--- config.mk ---
export PLATFORM = sky130hd
export DESIGN_NAME = mem_access_controller
export DESIGN_NICKNAME = d
export VERILOG_FILES = /design/src/rtl/mem_access_controller.sv
export SDC_FILE = /design/constraint.sdc
export NUM_CORES = 1
export LEC_CHECK = 0
export ABC_CLOCK_PERIOD_IN_PS = 9050
export BUFFER_PORTS_ARGS = -buffer_cell sky130_fd_sc_hd__buf_2
export CORE_MARGIN = 2
export CORE_UTILIZATION = 53
export CTS_CLUSTER_SIZE = 25
export DETAILED_ROUTE_END_ITERATION = 10
export PLACE_DENSITY = 0.82
export SYNTH_ARGS = -nofsm -noshare
export SYNTH_HDL_FRONTEND = slang
export SYNTH_SLANG_ARGS = --single-unit
export TNS_END_PERCENT = 5
--- constraint.sdc ---
create_clock -name clock -period 9.05 [get_ports clock]
set_input_delay 0.905 -clock clock [delete_from_list [all_inputs] [get_ports clock]]
set_output_delay 0.905 -clock clock [all_outputs]
set_load 0.01 [all_outputs]
--- src/rtl/mem_access_controller.sv ---
// ---------------------------------------------------------------------------
// mem_access_controller
//
// Sequencer between the CPU load/store stage and the data memory subsystem.
// The memory side only sees aligned 32-bit word accesses.
//   - Loads: one read cycle. The addressed byte/half lane is extracted and
//     sign- or zero-extended into resp_rdata_out.
//   - Word stores: one write cycle.
//   - Byte/half stores: read-modify-write. The old word is read, the target
//     lane is replaced, and the merged word is written back.
// Each accepted request ends with a one-cycle resp_valid_out pulse.
//
// Optional feature (macro MEM_ALIGN_CHECK_EN):
//   Adds resp_fault_out. A misaligned half or word request skips memory
//   entirely and responds with fault=1 and rdata=0.
//   When the macro is undefined, low address bits are simply truncated.
//
// Ports:
//   clock, reset          rising-edge clock, asynchronous active-high reset
//   req_valid_in/ready    request handshake (ready only while idle)
//   req_we_in             1=store, 0=load
//   req_size_in           00 byte, 01 half, 1x word
//   req_sign_in           sign-extend load result
//   req_addr_in           byte address
//   req_wdata_in          store data, right-justified for byte/half
//   resp_valid_out        one-cycle completion pulse
//   resp_rdata_out        load result (0 for stores), held until next response
//   mem_addr_out          word-aligned address to memory
//   mem_writedata_out     word written to memory
//   mem_re_out/mem_we_out read/write enables (mutually exclusive)
//   mem_size_out          always word (2'b11)
//   mem_sign_out          always 0
//   mem_readdata_in       combinational read data for mem_addr_out
//   resp_fault_out        (MEM_ALIGN_CHECK_EN only) misaligned request flag
// ---------------------------------------------------------------------------
module mem_access_controller #(
    parameter int ADDR_W = 32,
    parameter int DATA_W = 32
) (
    input  logic              clock,
    input  logic              reset,
    input  logic              req_valid_in,
    output logic              req_ready_out,
    input  logic              req_we_in,
    input  logic [1:0]        req_size_in,
    input  logic              req_sign_in,
    input  logic [ADDR_W-1:0] req_addr_in,
    input  logic [DATA_W-1:0] req_wdata_in,
    output logic              resp_valid_out,
    output logic [DATA_W-1:0] resp_rdata_out,
    output logic [ADDR_W-1:0] mem_addr_out,
    output logic [DATA_W-1:0] mem_writedata_out,
    output logic              mem_re_out,
    output logic              mem_we_out,
    output logic [1:0]        mem_size_out,
    output logic              mem_sign_out,
    input  logic [DATA_W-1:0] mem_readdata_in
`ifdef MEM_ALIGN_CHECK_EN
    ,
    output logic              resp_fault_out
`endif
);

    typedef enum logic [2:0] {
        ST_IDLE,
        ST_ACCESS,
        ST_RMW_RD,
        ST_RMW_WR,
        ST_RESP
`ifdef MEM_ALIGN_CHECK_EN
        ,
        ST_FAULT
`endif
    } state_t;

    state_t state;
    state_t next_state;

    // Latched request
    logic [ADDR_W-1:0] addr_q;
    logic [1:0]        size_q;
    logic              sign_q;
    logic              we_q;
    logic [DATA_W-1:0] wdata_q;

    // Old word captured during the read half of a read-modify-write
    logic [DATA_W-1:0] old_word_q;

    // Response data register; only changes on the transition into RESP
    logic [DATA_W-1:0] rdata_q;

    logic              accept;

`ifdef MEM_ALIGN_CHECK_EN
    logic              fault_q;
`endif

    // Pick the addressed lane out of a little-endian word and extend it.
    // size[1] set means a full word (size 2'b10 behaves like 2'b11).
    function automatic logic [31:0] extract_lane(
        input logic [31:0] word,
        input logic [1:0]  size,
        input logic [1:0]  offs,
        input logic        sign
    );
        logic [7:0]  b;
        logic [15:0] h;
        logic [31:0] r;
        b = word[{offs, 3'b000} +: 8];
        h = offs[1] ? word[31:16] : word[15:0];
        if (size[1]) begin
            r = word;
        end else if (size[0]) begin
            r = {{16{sign & h[15]}}, h};
        end else begin
            r = {{24{sign & b[7]}}, b};
        end
        return r;
    endfunction

    // Replace the target lane of the old word with right-justified store
    // data; all other bytes pass through unchanged.
    function automatic logic [31:0] merge_lane(
        input logic [31:0] old_word,
        input logic [31:0] wdata,
        input logic [1:0]  size,
        input logic [1:0]  offs
    );
        logic [31:0] r;
        r = old_word;
        if (size[1]) begin
            r = wdata;
        end else if (size[0]) begin
            r[{offs[1], 4'b0000} +: 16] = wdata[15:0];
        end else begin
            r[{offs, 3'b000} +: 8] = wdata[7:0];
        end
        return r;
    endfunction

`ifdef MEM_ALIGN_CHECK_EN
    // Halves must be 2-byte aligned and words 4-byte aligned; bytes never fault
    function automatic logic is_misaligned(
        input logic [1:0] size,
        input logic [1:0] offs
    );
        logic r;
        r = 1'b0;
        if (size[1]) begin
            r = (offs != 2'b00);
        end else if (size[0]) begin
            r = offs[0];
        end
        return r;
    endfunction
`endif

    // The memory always sees word accesses on the latched, aligned address
    assign mem_addr_out   = {addr_q[ADDR_W-1:2], 2'b00};
    assign mem_size_out   = 2'b11;
    assign mem_sign_out   = 1'b0;
    assign resp_rdata_out = rdata_q;
`ifdef MEM_ALIGN_CHECK_EN
    assign resp_fault_out = fault_q;
`endif

    // State register. Reset is asynchronous, so the memory enables (decoded
    // from state) drop as soon as reset rises and an unfinished RMW never
    // reaches its write edge.
    always_ff @(posedge clock or posedge reset) begin
        if (reset) begin
            state <= ST_IDLE;
        end else begin
            state <= next_state;
        end
    end

    // Next-state and output decode. Enables are only ever set in ACCESS and
    // the two RMW states, so re/we are exclusive and low in IDLE and RESP.
    always_comb begin
        next_state        = state;
        req_ready_out     = 1'b0;
        resp_valid_out    = 1'b0;
        mem_re_out        = 1'b0;
        mem_we_out        = 1'b0;
        mem_writedata_out = '0;
        accept            = 1'b0;

        case (state)
            ST_IDLE: begin
                req_ready_out = 1'b1;
                if (req_valid_in) begin
                    accept = 1'b1;
`ifdef MEM_ALIGN_CHECK_EN
                    if (is_misaligned(req_size_in, req_addr_in[1:0])) begin
                        next_state = ST_FAULT;
                    end else
`endif
                    if (req_we_in && !req_size_in[1]) begin
                        next_state = ST_RMW_RD;
                    end else begin
                        next_state = ST_ACCESS;
                    end
                end
            end

            ST_ACCESS: begin
                if (we_q) begin
                    mem_we_out        = 1'b1;
                    mem_writedata_out = wdata_q;
                end else begin
                    mem_re_out = 1'b1;
                end
                next_state = ST_RESP;
            end

            ST_RMW_RD: begin
                mem_re_out = 1'b1;
                next_state = ST_RMW_WR;
            end

            ST_RMW_WR: begin
                mem_we_out        = 1'b1;
                mem_writedata_out = merge_lane(old_word_q, wdata_q, size_q, addr_q[1:0]);
                next_state        = ST_RESP;
            end

            ST_RESP: begin
                resp_valid_out = 1'b1;
                next_state     = ST_IDLE;
            end

`ifdef MEM_ALIGN_CHECK_EN
            ST_FAULT: begin
                next_state = ST_RESP;
            end
`endif

            default: begin
                next_state = ST_IDLE;
            end
        endcase
    end

    // Request latch, RMW old-word capture and response data. The response
    // registers are written only on the edge that enters RESP, so the last
    // result stays visible until the next response replaces it.
    always_ff @(posedge clock or posedge reset) begin
        if (reset) begin
            addr_q     <= '0;
            size_q     <= 2'b00;
            sign_q     <= 1'b0;
            we_q       <= 1'b0;
            wdata_q    <= '0;
            old_word_q <= '0;
            rdata_q    <= '0;
`ifdef MEM_ALIGN_CHECK_EN
            fault_q    <= 1'b0;
`endif
        end else begin
            if (accept) begin
                addr_q  <= req_addr_in;
                size_q  <= req_size_in;
                sign_q  <= req_sign_in;
                we_q    <= req_we_in;
                wdata_q <= req_wdata_in;
            end

            case (state)
                ST_ACCESS: begin
                    if (we_q) begin
                        rdata_q <= '0;
                    end else begin
                        rdata_q <= extract_lane(mem_readdata_in, size_q, addr_q[1:0], sign_q);
                    end
`ifdef MEM_ALIGN_CHECK_EN
                    fault_q <= 1'b0;
`endif
                end

                ST_RMW_RD: begin
                    old_word_q <= mem_readdata_in;
                end

                ST_RMW_WR: begin
                    rdata_q <= '0;
`ifdef MEM_ALIGN_CHECK_EN
                    fault_q <= 1'b0;
`endif
                end

`ifdef MEM_ALIGN_CHECK_EN
                ST_FAULT: begin
                    rdata_q <= '0;
                    fault_q <= 1'b1;
                end
`endif

                default: begin
                end
            endcase
        end
    end

endmodule

==> flow_summary.ini <==
[floorplan]
ios = 206
core_sq_mm = 0.01247
die_w_um = 116.5
die_area_sq_mm = 0.01356
initial_core_util = 0.5377
rows = 41
fp.dieH_um = 116.5

[clock_tree]
path_clk_slew_ps = 50
cts_hold_buf = 0
cts_resized = 0
cts_sinks = 135
htree_num_levels = 4
clock-root-buffer = clkbuf_16
clkLatencyLatePin_ps = 420
numCtsBuffers = 17
cts_max_path_buffers = 2
post-cts-setup-buffers = 0
cts_tree = yes

[synthesis]
netlist_area_sq_mm = 0.006703
ys.warnings.count = 0
syn_avg_cell_area_sq_um = 12.48
synth_top_flop_cell = dfrtp_1
synthCells = 537
async_flop_share = 1.000
ys_seq_area_frac = 0.5040
ys_types = 55
ys_seq_elements = 135
synth-edff-count = 0

[route]
drtIter0Drc = 413
post_drt_wl_per_cell_um = 21.74
drt_pre_antenna_iters = 5
via_per_inst = 5.926
drc = 0
drtAntennaViolNets = 0
num_vias = 5179
postRouteWirelength_um = 19000

[timing]
whs_ps = 497.7
fin_worst_skew_ps = 7.212
tightest_slew_ps = 1223
slew_headroom = 0.1790
period_share = 0.5549
setup_ws_ps = 4028
fin_tns_setup_ps = 0
hold_viol = 0
layout_min_cycle_time_ps = 5022
drv_slew = 0
fmax_ghz = 0.1991
setup_violations = 0
rsz0062_at_grt = no

[worst_hold_path]
hold_depth = 1
min_path_type = flop to flop

[status]
status = finished, final reports clean

[setup_path]
crit_type = flop to output port
cp_num_buf_inv = 2
reg2reg_depth = 4
cpLargestDelayFamily = flip-flops
max_stage_delay_ps = 1120
worstSetupStartpointType = flop
cp.arrival_ps = 4120
critPathCaptureType = output port
crit_required_ps = 8150
path_depth = 7
slowest_stage = dfrtp_1
cp_max_fo = 24
cp_cell_sequence = inv_1 -> ha_1 -> nor2b_1 -> nand4_1 -> a21boi_1 -> a21o_1 -> buf_2

[flow_run]
maxCapViolations = 0

[layout]
antennaDiodeCount = 0
areaGrowthSynthToFinish_pct = 20.93
fin_area_sq_mm = 0.008105
nets = 798
drive_gt1_frac = 0.5014

[grt]
grt_first_pass_wirelength_um = 28080
grt_pass1_vias = 4984
antenna_found_initial = 1
overflow = 0
grt_max_degree = 79
grt_util_all_layers = 0.2800

[placed_design]
preCtsSetupSlack_ps = 4532
portBuffers = 200
gp_congestion = 0.9384
place_hpwl_um = 13530
placed_area_sq_mm = 0.007516

[power_and_ir_drop]
p_leak_nw = 3.883
p_total_w = 0.003029
ir_drop_mv = 0.1735
power_density_mw_per_mm2 = 373.7
-- path summary, 6_finish.rpt --
path / slack [ps] / from / endpoint
min in group asynchronous: 590 / reset / addr_q[14]
max in group asynchronous: 7010 / reset / old_word_q[15]
worst min register to register: 500 / addr_q[21] / addr_q[21]
worst min-delay path: 500 / addr_q[21] / addr_q[21]
worst max register to register: 6430 / addr_q[1] / resp_rdata_out[22]
worst max-delay path: 4030 / addr_q[1] / mem_writedata_out[16]
-- area by class of cell --
type / instances / area (sq um)
flip-flops and latches: 135 / 3378
repair buffers: 205 / 1039
clock inverters: 6 / 63.81
well taps: 172 / 215.2
multi-input cells: 323 / 2851
fillers: 987 / 4360
inverters: 8 / 32.53
clock buffers: 25 / 525.5
-- report_power, final --
group | switching [W] | total [W] | internal, W
combinational | 0.000563 | 0.00116 | 0.000594
sequential | 0.000309 | 0.00120 | 0.000889
clock | 0.000248 | 0.000675 | 0.000427
total | 0.00112 | 0.00303 | 0.00191
-- cells by family (layout without fill, tap and decap cells) --
group	Yosys count	in the layout	share of synthesized area
multiplexers	116	116	0.1932
flip-flops	135	135	0.5040
buffers and inverters	82	244	0.07336
other	2	5	0.001120
AND/OR/NAND/NOR	69	69	0.05320
AO/OA/AOI/OAI	128	128	0.1658
adder cells (fa/ha/maj)	5	5	0.009334
-- synth_stat cells (8+ instances only) --
cell	n	area, sq um
dfrtp_1	135	3378
mux2_2	97	1092
buf_4	35	262.8
a32o_1	23	230.2
nor2_1	22	82.58
buf_2	21	105.1
a221o_1	20	200.2
mux2i_1	18	180.2
a22o_1	17	148.9
nand2_1	17	63.81
o21ai_0	12	60.06
clkbuf_1	11	41.29
a221o_2	10	112.6
a22oi_1	9	67.56
a21o_1	8	60.06
o211ai_1	8	60.06
-- layer usage --
metal	up-vias	share of wire	wire, um	global-route usage
li1	2291	-	-	-
met1	2614	0.42	7896	0.3712
met2	237	0.50	9421	0.4508
met3	35	0.067	1267	0.05916
met4	2	0.021	398	0.1167
met5	-	0.00068	13	0
-- stage by stage --
stage,util,std cells
after floorplan,-,540
after global placement,0.6029,843
after detailed placement,0.6029,843
after CTS,0.6502,874
after global routing,0.6502,874
final,0.6502,874
-- sequential cells by signal, summed over array words and instances, names as in the netlist --
signal,count
size_q,2
resp_rdata_out,32
sign_q,1
state,3
old_word_q,32
addr_q,32
we_q,1
wdata_q,32
-- cell usage in the layout (no fill, tap or decap), drive strengths merged, types with 4 or more instances in the layout --
cell and instances:
o211ai 8, dfrtp 135, nor2b 4, nor3 4
a211oi 7, inv 6, mux2i 18, o21ai 13
a21o 8, a22o 17, a221o 30, clkbuf 25
ha 5, clkinv 5, buf 205, a22oi 9
a32o 23, nand2 17, conb 5, nor2 22
mux2 97
(Power assumes the default switching activity.)
